### config.mk
export PLATFORM = sky130hd
export DESIGN_NAME = sopc_run_ctrl
export DESIGN_NICKNAME = d
export VERILOG_FILES = /design/src/rtl/sopc_run_ctrl_pkg.sv /design/src/rtl/sopc_run_ctrl_pc_stall_det.sv /design/src/rtl/sopc_run_ctrl.sv
export SDC_FILE = /design/constraint.sdc
export NUM_CORES = 1
export LEC_CHECK = 0
export CAP_MARGIN = 20
export CELL_PAD_IN_SITES_DETAIL_PLACEMENT = 2
export CELL_PAD_IN_SITES_GLOBAL_PLACEMENT = 2
export CORE_ASPECT_RATIO = 0.7
export CORE_MARGIN = 2
export CORE_UTILIZATION = 27
export CTS_CLUSTER_SIZE = 16
export DETAILED_ROUTE_END_ITERATION = 8
export PLACE_DENSITY_LB_ADDON = 0.1
export SYNTH_ARGS = -nofsm -noshare
export SYNTH_HDL_FRONTEND = slang
export SYNTH_SLANG_ARGS = --single-unit
### constraint.sdc
create_clock -name clk -period 2.9 [get_ports clk]
set_clock_uncertainty 0.15 [all_clocks]
set_input_delay 0.29 -clock clk [delete_from_list [all_inputs] [get_ports clk]]
set_output_delay 0.29 -clock clk [all_outputs]
set_load 0.02 [all_outputs]
### src/rtl/sopc_run_ctrl_pkg.sv
// Shared definitions for the SoPC run controller: run-state encodings,
// verdict codes and the state-to-verdict mapping.
package sopc_run_ctrl_pkg;

    localparam int unsigned STATE_W  = 3;
    localparam int unsigned STATUS_W = 3;

    // Run-controller states
    typedef enum logic [STATE_W-1:0] {
        RUN_HOLD    = 3'd0,
        RUN_RUN     = 3'd1,
        RUN_PASS    = 3'd2,
        RUN_FAIL    = 3'd3,
        RUN_HANG    = 3'd4,
        RUN_TIMEOUT = 3'd5
    } run_state_e;

    // Verdict codes reported on status_o
    localparam logic [STATUS_W-1:0] ST_NONE    = 3'd0;
    localparam logic [STATUS_W-1:0] ST_PASS    = 3'd1;
    localparam logic [STATUS_W-1:0] ST_FAIL    = 3'd2;
    localparam logic [STATUS_W-1:0] ST_HANG    = 3'd3;
    localparam logic [STATUS_W-1:0] ST_TIMEOUT = 3'd4;

    // Verdict code carried by a state (ST_NONE while not terminal)
    function automatic logic [STATUS_W-1:0] status_of(input run_state_e s);
        logic [STATUS_W-1:0] st;
        st = ST_NONE;
        case (s)
            RUN_PASS:    st = ST_PASS;
            RUN_FAIL:    st = ST_FAIL;
            RUN_HANG:    st = ST_HANG;
            RUN_TIMEOUT: st = ST_TIMEOUT;
            default:     st = ST_NONE;
        endcase
        return st;
    endfunction

    // True for the sticky verdict states
    function automatic logic is_terminal(input run_state_e s);
        return (s != RUN_HOLD) && (s != RUN_RUN);
    endfunction

endpackage

### src/rtl/sopc_run_ctrl_pc_stall_det.sv
// PC stall detector: tracks the last fetch PC and counts consecutive run
// cycles on which it has not changed.
//  clk, rst     clock, synchronous active-high reset
//  run_en       high while the controller is in RUN; low clears the detector
//  pc_i         core fetch PC
//  stall_hit_c  combinational: this cycle brings the stall count to STALL_LIMIT
module sopc_run_ctrl_pc_stall_det #(
    parameter int unsigned ADDR_W      = 32,
    parameter int unsigned STALL_LIMIT = 16
) (
    input  logic              clk,
    input  logic              rst,
    input  logic              run_en,
    input  logic [ADDR_W-1:0] pc_i,
    output logic              stall_hit_c
);

    localparam int unsigned STALL_W = (STALL_LIMIT < 1) ? 1 : $clog2(STALL_LIMIT + 1);

    logic [ADDR_W-1:0]  pc_q;
    logic               pc_valid_q;
    logic [STALL_W-1:0] stall_cnt;
    logic [STALL_W-1:0] stall_cnt_nxt;
    logic               same_pc;

    assign same_pc = (pc_i == pc_q);

    // First run cycle only loads pc_q; afterwards count unchanged PCs, saturating
    always_comb begin
        stall_cnt_nxt = '0;
        if (pc_valid_q && same_pc) begin
            if (stall_cnt == STALL_W'(STALL_LIMIT)) begin
                stall_cnt_nxt = stall_cnt;
            end else begin
                stall_cnt_nxt = stall_cnt + STALL_W'(1);
            end
        end
    end

    // A limit of zero disables hang detection
    assign stall_hit_c = (STALL_LIMIT != 0) && run_en && pc_valid_q && same_pc &&
                         (stall_cnt_nxt == STALL_W'(STALL_LIMIT));

    always_ff @(posedge clk) begin
        if (rst || !run_en) begin
            pc_q       <= '0;
            pc_valid_q <= 1'b0;
            stall_cnt  <= '0;
        end else begin
            pc_q       <= pc_i;
            pc_valid_q <= 1'b1;
            stall_cnt  <= stall_cnt_nxt;
        end
    end

endmodule

### src/rtl/sopc_run_ctrl.sv
// Run controller for the minimal SoPC: holds the core in reset for
// RST_CYCLES after rst falls, counts run cycles, and latches a sticky
// PASS / FAIL / HANG / TIMEOUT verdict.
//  clk, rst     clock, synchronous active-high reset
//  core_rst_o   reset to the core, active-high
//  pc_i         core fetch PC
//  mem_we_i     data-bus write strobe, mem_addr_i / mem_data_i its payload
//  cycle_cnt_o  run cycles elapsed (frozen once a verdict is reached)
//  done_o       verdict reached (sticky)
//  status_o     verdict code
//  result_o     data of the terminating store
module sopc_run_ctrl
    import sopc_run_ctrl_pkg::*;
#(
    parameter int unsigned       RST_CYCLES  = 10,
    parameter int unsigned       CNT_W       = 32,
    parameter int unsigned       MAX_CYCLES  = 50,
    parameter int unsigned       ADDR_W      = 32,
    parameter int unsigned       DATA_W      = 32,
    parameter logic [ADDR_W-1:0] HALT_ADDR   = ADDR_W'(32'h0000_1000),
    parameter int unsigned       STALL_LIMIT = 16
) (
    input  logic                clk,
    input  logic                rst,
    output logic                core_rst_o,
    input  logic [ADDR_W-1:0]   pc_i,
    input  logic                mem_we_i,
    input  logic [ADDR_W-1:0]   mem_addr_i,
    input  logic [DATA_W-1:0]   mem_data_i,
    output logic [CNT_W-1:0]    cycle_cnt_o,
    output logic                done_o,
    output logic [STATUS_W-1:0] status_o,
    output logic [DATA_W-1:0]   result_o
);

    localparam int unsigned HOLD_W = (RST_CYCLES < 1) ? 1 : $clog2(RST_CYCLES + 1);

    run_state_e         state;
    run_state_e         state_nxt;
    logic [HOLD_W-1:0]  hold_cnt;
    logic [HOLD_W-1:0]  hold_cnt_nxt;
    logic [CNT_W-1:0]   cycle_cnt_nxt;
    logic [DATA_W-1:0]  result_nxt;
    logic               core_rst_nxt;
    logic               done_nxt;
    logic [STATUS_W-1:0] status_nxt;
    logic               stall_hit_c;
    logic               halt_store_c;

    sopc_run_ctrl_pc_stall_det #(
        .ADDR_W      (ADDR_W),
        .STALL_LIMIT (STALL_LIMIT)
    ) u_pc_stall_det (
        .clk         (clk),
        .rst         (rst),
        .run_en      (state == RUN_RUN),
        .pc_i        (pc_i),
        .stall_hit_c (stall_hit_c)
    );

    assign halt_store_c = mem_we_i && (mem_addr_i == HALT_ADDR);

    // State register
    always_ff @(posedge clk) begin
        if (rst) begin
            state <= RUN_HOLD;
        end else begin
            state <= state_nxt;
        end
    end

    // Next state and next register values; halt store > hang > timeout
    always_comb begin
        state_nxt     = state;
        hold_cnt_nxt  = hold_cnt;
        cycle_cnt_nxt = cycle_cnt_o;
        result_nxt    = result_o;

        case (state)
            RUN_HOLD: begin
                if (hold_cnt == HOLD_W'(RST_CYCLES)) begin
                    state_nxt = RUN_RUN;
                end else begin
                    hold_cnt_nxt = hold_cnt + HOLD_W'(1);
                end
            end
            RUN_RUN: begin
                if (cycle_cnt_o != '1) begin
                    cycle_cnt_nxt = cycle_cnt_o + CNT_W'(1);
                end
                if (halt_store_c) begin
                    result_nxt = mem_data_i;
                    state_nxt  = (mem_data_i == DATA_W'(1)) ? RUN_PASS : RUN_FAIL;
                end else if (stall_hit_c) begin
                    state_nxt = RUN_HANG;
                end else if (cycle_cnt_o == CNT_W'(MAX_CYCLES - 1)) begin
                    state_nxt = RUN_TIMEOUT;
                end
            end
            default: begin
                state_nxt = state;
            end
        endcase

        core_rst_nxt = (state_nxt == RUN_HOLD);
        done_nxt     = is_terminal(state_nxt);
        status_nxt   = status_of(state_nxt);
    end

    // Counter and output registers
    always_ff @(posedge clk) begin
        if (rst) begin
            hold_cnt    <= '0;
            cycle_cnt_o <= '0;
            result_o    <= '0;
            core_rst_o  <= 1'b1;
            done_o      <= 1'b0;
            status_o    <= ST_NONE;
        end else begin
            hold_cnt    <= hold_cnt_nxt;
            cycle_cnt_o <= cycle_cnt_nxt;
            result_o    <= result_nxt;
            core_rst_o  <= core_rst_nxt;
            done_o      <= done_nxt;
            status_o    <= status_nxt;
        end
    end

endmodule

* Word-level counts from Yosys, hierarchy flattened *
Cells that the tools add are included.

storage, ports and cells
  register bits = 114
  output and inout bits = 69
  logic and storage cells = 52

cells by class
  $add $sub $neg = 3
  equal/unequal tests = 14
  multiplexer cells = 10
  bitwise operators = 1
  reduce and logical (&&, ||, !) cells = 14

operator list
  kind                     count
  $add A32 B1 Y32 const B  1
  $eq A32 B1 Y1 const B    1
  $eq A32 B13 Y1 const B   1
  $eq A32 B32 Y1           1
  $eq A32 B6 Y1 const B    1
  $ne A32 B32 Y1 const B   1
  $mux W3                  4
  $pmux W3 S4              1
  $eq A5 B5 Y1 const B     2
  $mux W5                  2
  $eq A3 B2 Y1 const B     2
  $eq A3 B3 Y1 const B     2
  $logic_and A1 B1 Y1      6
  $logic_not A3 Y1         2
  $pmux W3 S2              1
  $reduce_and A2 Y1        3
  $add A5 B1 Y5 const B    1
  $add A4 B1 Y4 const B    1
  $eq A4 B4 Y1 const B     1
  $eq A3 B1 Y1 const B     1
  $ne A3 B1 Y1 const B     1
  $reduce_bool A3 Y1       1
  $mux W1                  2
  $logic_not A1 Y1         1
  2 further kinds          2

* Longest topological paths before layout *
  depth after elaboration = 10
  mapped depth = 9

* Hierarchy *
A second synthesis with hierarchy kept.

second synthesis, totals
  cells, all modules = 574
  area total of the unflattened synthesis = 5037.3 um2

modules (own cells, without submodules)
  module                      instances  cells an instance  area each (um2)
  sopc_run_ctrl               1          424                3458.3
  sopc_run_ctrl_pc_stall_det  1          150                1579.0

* Least setup slack after synthesis *
Ideal clock, no wire load.

  kind = register -> register
  from = register cycle_cnt_o[0]
  to = register status_o[0]
  library setup time = 0.103 ns
  arrival time = 2.030 ns
  setup slack = 0.617 ns
  stages on the path, launching flop included = 8
  buffers on the path = 0
  period minus slack after synthesis = 2.283 ns
  cells stage by stage = dfxtp_1 ha_1 or4b_1 nor4_1 a41o_1 a41oi_1 o21bai_1 a2111oi_2

on the way
  word-level cells in the longest chain between the ends = 7
  elaborated cells on any way between the ends = 10

RTL lines
  item                                          RTL line                 text
  start, declared                               sopc_run_ctrl.sv:30      output logic [CNT_W-1:0] cycle_cnt_o,
  start signal, assigned                        sopc_run_ctrl.sv:121     cycle_cnt_o <= cycle_cnt_nxt;
  $eq A32 B6 Y1 (*)                             sopc_run_ctrl.sv:96      end else if (cycle_cnt_o == CNT_W'(MAX_CYCLES - 1)) begin
  $mux W3 (*)                                   sopc_run_ctrl.sv:96
  $mux W3 (*)                                   sopc_run_ctrl.sv:94      end else if (stall_hit_c) begin
  $mux W3 (*)                                   sopc_run_ctrl.sv:91      if (halt_store_c) begin
  $pmux W3 S2 (*)                               sopc_run_ctrl.sv:79      case (state)
  $eq A3 B3 Y1 or $eq A3 B2 Y1 (tied branches)  sopc_run_ctrl_pkg.sv:29  case (s)
  $pmux W3 S4 (*)                               sopc_run_ctrl_pkg.sv:29
  end signal, assigned                          sopc_run_ctrl.sv:125     status_o <= status_nxt;
  end, declared                                 sopc_run_ctrl.sv:32      output logic [STATUS_W-1:0] status_o,

Mark *: on every way between the ends. The rest lies on a longest branch, timed or not.
A chain may end at the register's enable or synchronous reset.

* Worst setup path in the final report *
  from = register u_pc_stall_det.stall_cnt[1]
  to = register status_o[1]

on the way
  word-level cells in the longest chain between the ends = 10
  elaborated cells on any way between the ends = 14

RTL lines
  item                                           RTL line                                                            text
  start, declared                                sopc_run_ctrl_pc_stall_det.sv:22                                    logic [STALL_W-1:0] stall_cnt;
  start signal, assigned                         sopc_run_ctrl_pc_stall_det.sv:52                                    stall_cnt <= stall_cnt_nxt;
  $add A5 B1 Y5 or $eq A5 B5 Y1 (tied branches)  sopc_run_ctrl_pc_stall_det.sv:35, sopc_run_ctrl_pc_stall_det.sv:32
  $mux W5 (*)                                    sopc_run_ctrl_pc_stall_det.sv:32                                    if (stall_cnt == STALL_W'(STALL_LIMIT)) begin
  $mux W5 (*)                                    sopc_run_ctrl_pc_stall_det.sv:31                                    if (pc_valid_q && same_pc) begin
  $eq A5 B5 Y1 (*)                               sopc_run_ctrl_pc_stall_det.sv:42                                    (stall_cnt_nxt == STALL_W'(STALL_LIMIT));
  $logic_and A1 B1 Y1 (*)                        sopc_run_ctrl_pc_stall_det.sv:41                                    assign stall_hit_c = (STALL_LIMIT != 0) && run_en && pc_valid_q && same_pc &&
  $mux W3 (*)                                    sopc_run_ctrl.sv:94
  $mux W3 (*)                                    sopc_run_ctrl.sv:91
  $pmux W3 S2 (*)                                sopc_run_ctrl.sv:79
  $eq A3 B3 Y1 or $eq A3 B2 Y1 (tied branches)   sopc_run_ctrl_pkg.sv:29
  $pmux W3 S4 (*)                                sopc_run_ctrl_pkg.sv:29

Marks and branches as above.

==> results.json <==
{
  "status": "finished, final reports clean",
  "grt-ovfl-total": 0,
  "top_usage_layer": "met2",
  "peakVddDrop_mv": 0.382,
  "maxCapViolations": 0,
  "io_buffers": 167,
  "slew_headroom_pct": 43.7,
  "max_freq_mhz": 380,
  "met2_usage_pct": 30.0,
  "final_max_slew_viol_count": 0,
  "final-setup-viol-count": 0,
  "grt_util_met3_pct": 5.71,
  "cts-root-buf": "clkbuf_16",
  "first_iter_violations": 105,
  "routedWlPerCell_um": 17.9,
  "fin_crit_sh_pct": 90.7,
  "post_cts_buffers": 0,
  "ys_ff_latch": 114,
  "ios": 168,
  "drtPass1Iterations": 4,
  "first_global_vias": 5411,
  "grt_start_max_net_pins": 43,
  "worst_setup_path_end_kind": "register",
  "worstPathArrival_ns": 2.77,
  "cts_max_level": 4,
  "post_drt_via_cell_ratio": 4.89,
  "worst_pin_slew_ns": 0.844,
  "die_y_um": 120,
  "antenna_cells": 0,
  "antenna_found_initial": 0,
  "synth_cell_types": 60,
  "coreArea_um2": 18800,
  "fp.dieArea_um2": 20200,
  "wirelength_um": 18000,
  "cts_buffers": 17,
  "rrSetupSlack_ns": 0.27,
  "insertion_delay_ns": 0.42,
  "start_util_pct": 27.4,
  "cts_buffer_depth": 2,
  "gp_congestion": 0.743,
  "syn_to_final_growth_pct": 50.3,
  "fin_setup_tns_ns": 0,
  "clock-sinks": 114,
  "final.min_clock_period_ns": 2.63,
  "rows": 42,
  "fin_area_um2": 7740,
  "die_w_um": 169,
  "worstPathRequired_ns": 3.04,
  "yosysSeqAreaShare_pct": 44.3,
  "startpoint_type": "register",
  "drive_above_1_share_pct": 8.53,
  "synth_ff_type": "dfxtp_1",
  "syn_nets": 685,
  "grt_use_met1_pct": 23.4,
  "cts_tree": "yes",
  "rsz0062_at_grt": "no",
  "synthCells": 580,
  "syn_area_um2": 5150,
  "grt_pass1_wl_um": 29100,
  "pwr_density_cell_nw_per_um2": 554,
  "via_count": 4911,
  "synth_edf_count": 0,
  "ys_async_sr_fraction_pct": 0,
  "drcViolationCount": 0,
  "ys_warn_count": 0,
  "criticalPathCategory": "reg2reg",
  "final_nets": 854,
  "postRouteAntennaNets": 0,
  "p_leak_uw": 0.00289,
  "cp_max_fo": 5,
  "dpl.hpwl_um": 13200,
  "syn_area_per_cell_um2": 8.88,
  "clkTransAtPathRegs_ns": 0.06,
  "dpl-instance-area_um2": 7070,
  "grt_usage_pct": 18.4,
  "worstHoldPathType": "reg2reg",
  "finalHoldViolations": 0
}
-- cells in the mapped netlist (8+ instances only) --
cell / count / area, um2
dfxtp_1: 114 / 2280
nand2_1: 74 / 278
nor2_1: 49 / 184
xor2_1: 49 / 429
a21oi_1: 38 / 190
and3_1: 36 / 225
nor4_1: 31 / 194
clkbuf_1: 19 / 71.3
nand4_1: 18 / 113
xnor2_1: 17 / 149
nand3_1: 15 / 75.1
inv_1: 13 / 48.8
and4_1: 8 / 70.1
-- repair_timing --
action,4_1_cts,5_1_grt
hold buffers,1,0
setup endpoints to repair,0,2
resized for setup,0,1
endpoints found under the hold margin,1,0
-- layout make-up --
type	instances	area, um2
clock inverters	13	209
inverters	13	48.8
fillers	2057	11100
well taps	242	303
repair buffers	180	1770
flip-flops and latches	114	2280
multi-input cells	423	2690
clock buffers	19	443
-- through the flow --
stage / setup slack [ns] / cells / utilization, % / total power [uW] / hold slack (ns)
finish: 0.269 / 1004 / 41.1 / 4290 / 0.303
floorplan: 0.617 / 580 / - / 1770 / 0.280
global route: 0.105 / 1004 / 41.1 / 4450 / 0.308
global placement: 0.167 / 971 / 37.6 / 1970 / 0.288
detailed placement: -0.126 / 971 / 37.6 / 1980 / 0.302
CTS: 0.230 / 1004 / 41.1 / 4350 / 0.287
-- final timing paths --
kind | start | to | cells after the start
min | result_o[17] | result_o[17] | 2
max | u_pc_stall_det.stall_cnt[1] | status_o[1] | 7
max reg2reg | u_pc_stall_det.stall_cnt[1] | status_o[1] | 7
min reg2reg | result_o[17] | result_o[17] | 2
-- power by group --
part / internal, uW / switching (uW) / leakage, uW / total, uW
logic: 182 / 149 / 0.00166 / 331
clock network: 1550 / 795 / 0.000309 / 2340
registers: 1590 / 22.1 / 0.000919 / 1620
total: 3320 / 966 / 0.00289 / 4290
-- critical path, stage by stage (launching register included) --
cell and delay, ns:
dfxtp_1 0.39, ha_1 0.27, mux2i_1 0.23, o311ai_0 0.20, a221oi_2 0.35, a41oi_1 0.22
or2_1 0.30, o41ai_1 0.39
-- routing by layer --
metal  part of all wire (%)  wire (um)  vias up
li1                       -          -     2395
met1                     47       8500     2378
met2                     46       8270      120
met3                    5.6       1020       18
met4                    1.2        218        0
met5                      0          0        -
-- cells in the final DEF (no fill, tap or decap), types with 2 or more instances in the layout --
| cell | n |
|---|---|
| clkdlybuf4s50_1 | 166 |
| dfxtp_1 | 114 |
| nand2_1 | 74 |
| nor2_1 | 49 |
| xor2_1 | 49 |
| a21oi_1 | 38 |
| and3_1 | 36 |
| nor4_1 | 31 |
| nand4_1 | 18 |
| xnor2_1 | 17 |
| clkbuf_16 | 17 |
| nand3_1 | 14 |
| inv_1 | 13 |
| buf_4 | 12 |
| and4_1 | 8 |
| a211oi_1 | 7 |
| nor3_1 | 6 |
| o21ai_0 | 6 |
| o21ai_1 | 6 |
| ha_1 | 6 |
| bufinv_16 | 5 |
| o211ai_1 | 4 |
| or3_1 | 3 |
| or4_1 | 3 |
| and2_1 | 3 |
| clkinvlp_4 | 3 |
| clkinv_4 | 3 |
| nor4b_1 | 2 |
| nand3b_1 | 2 |
| nor4_4 | 2 |
| or2_2 | 2 |
| mux2i_1 | 2 |
| o41ai_1 | 2 |
| a41oi_1 | 2 |
| o21a_1 | 2 |
| nor2_4 | 2 |
| nand3_2 | 2 |
| or2_1 | 2 |
| clkinv_2 | 2 |
-- sequential cells by signal, summed over array words and instances (netlist names) --
register                   count
state                          3
u_pc_stall_det.pc_q           32
result_o                      32
done_o                         1
status_o                       3
u_pc_stall_det.stall_cnt       5
core_rst_o                     1
hold_cnt                       4
u_pc_stall_det.pc_valid_q      1
cycle_cnt_o                   32
-- cells by family after synthesis --
kind of cell	share of synthesized area [%]
compound gates	9.74
xor+xnor	11.2
fa+ha+maj	1.46
buf+inv	3.62
flops	44.3
mux	0.389
simple gates	29.3
(Power assumes the default switching activity.)
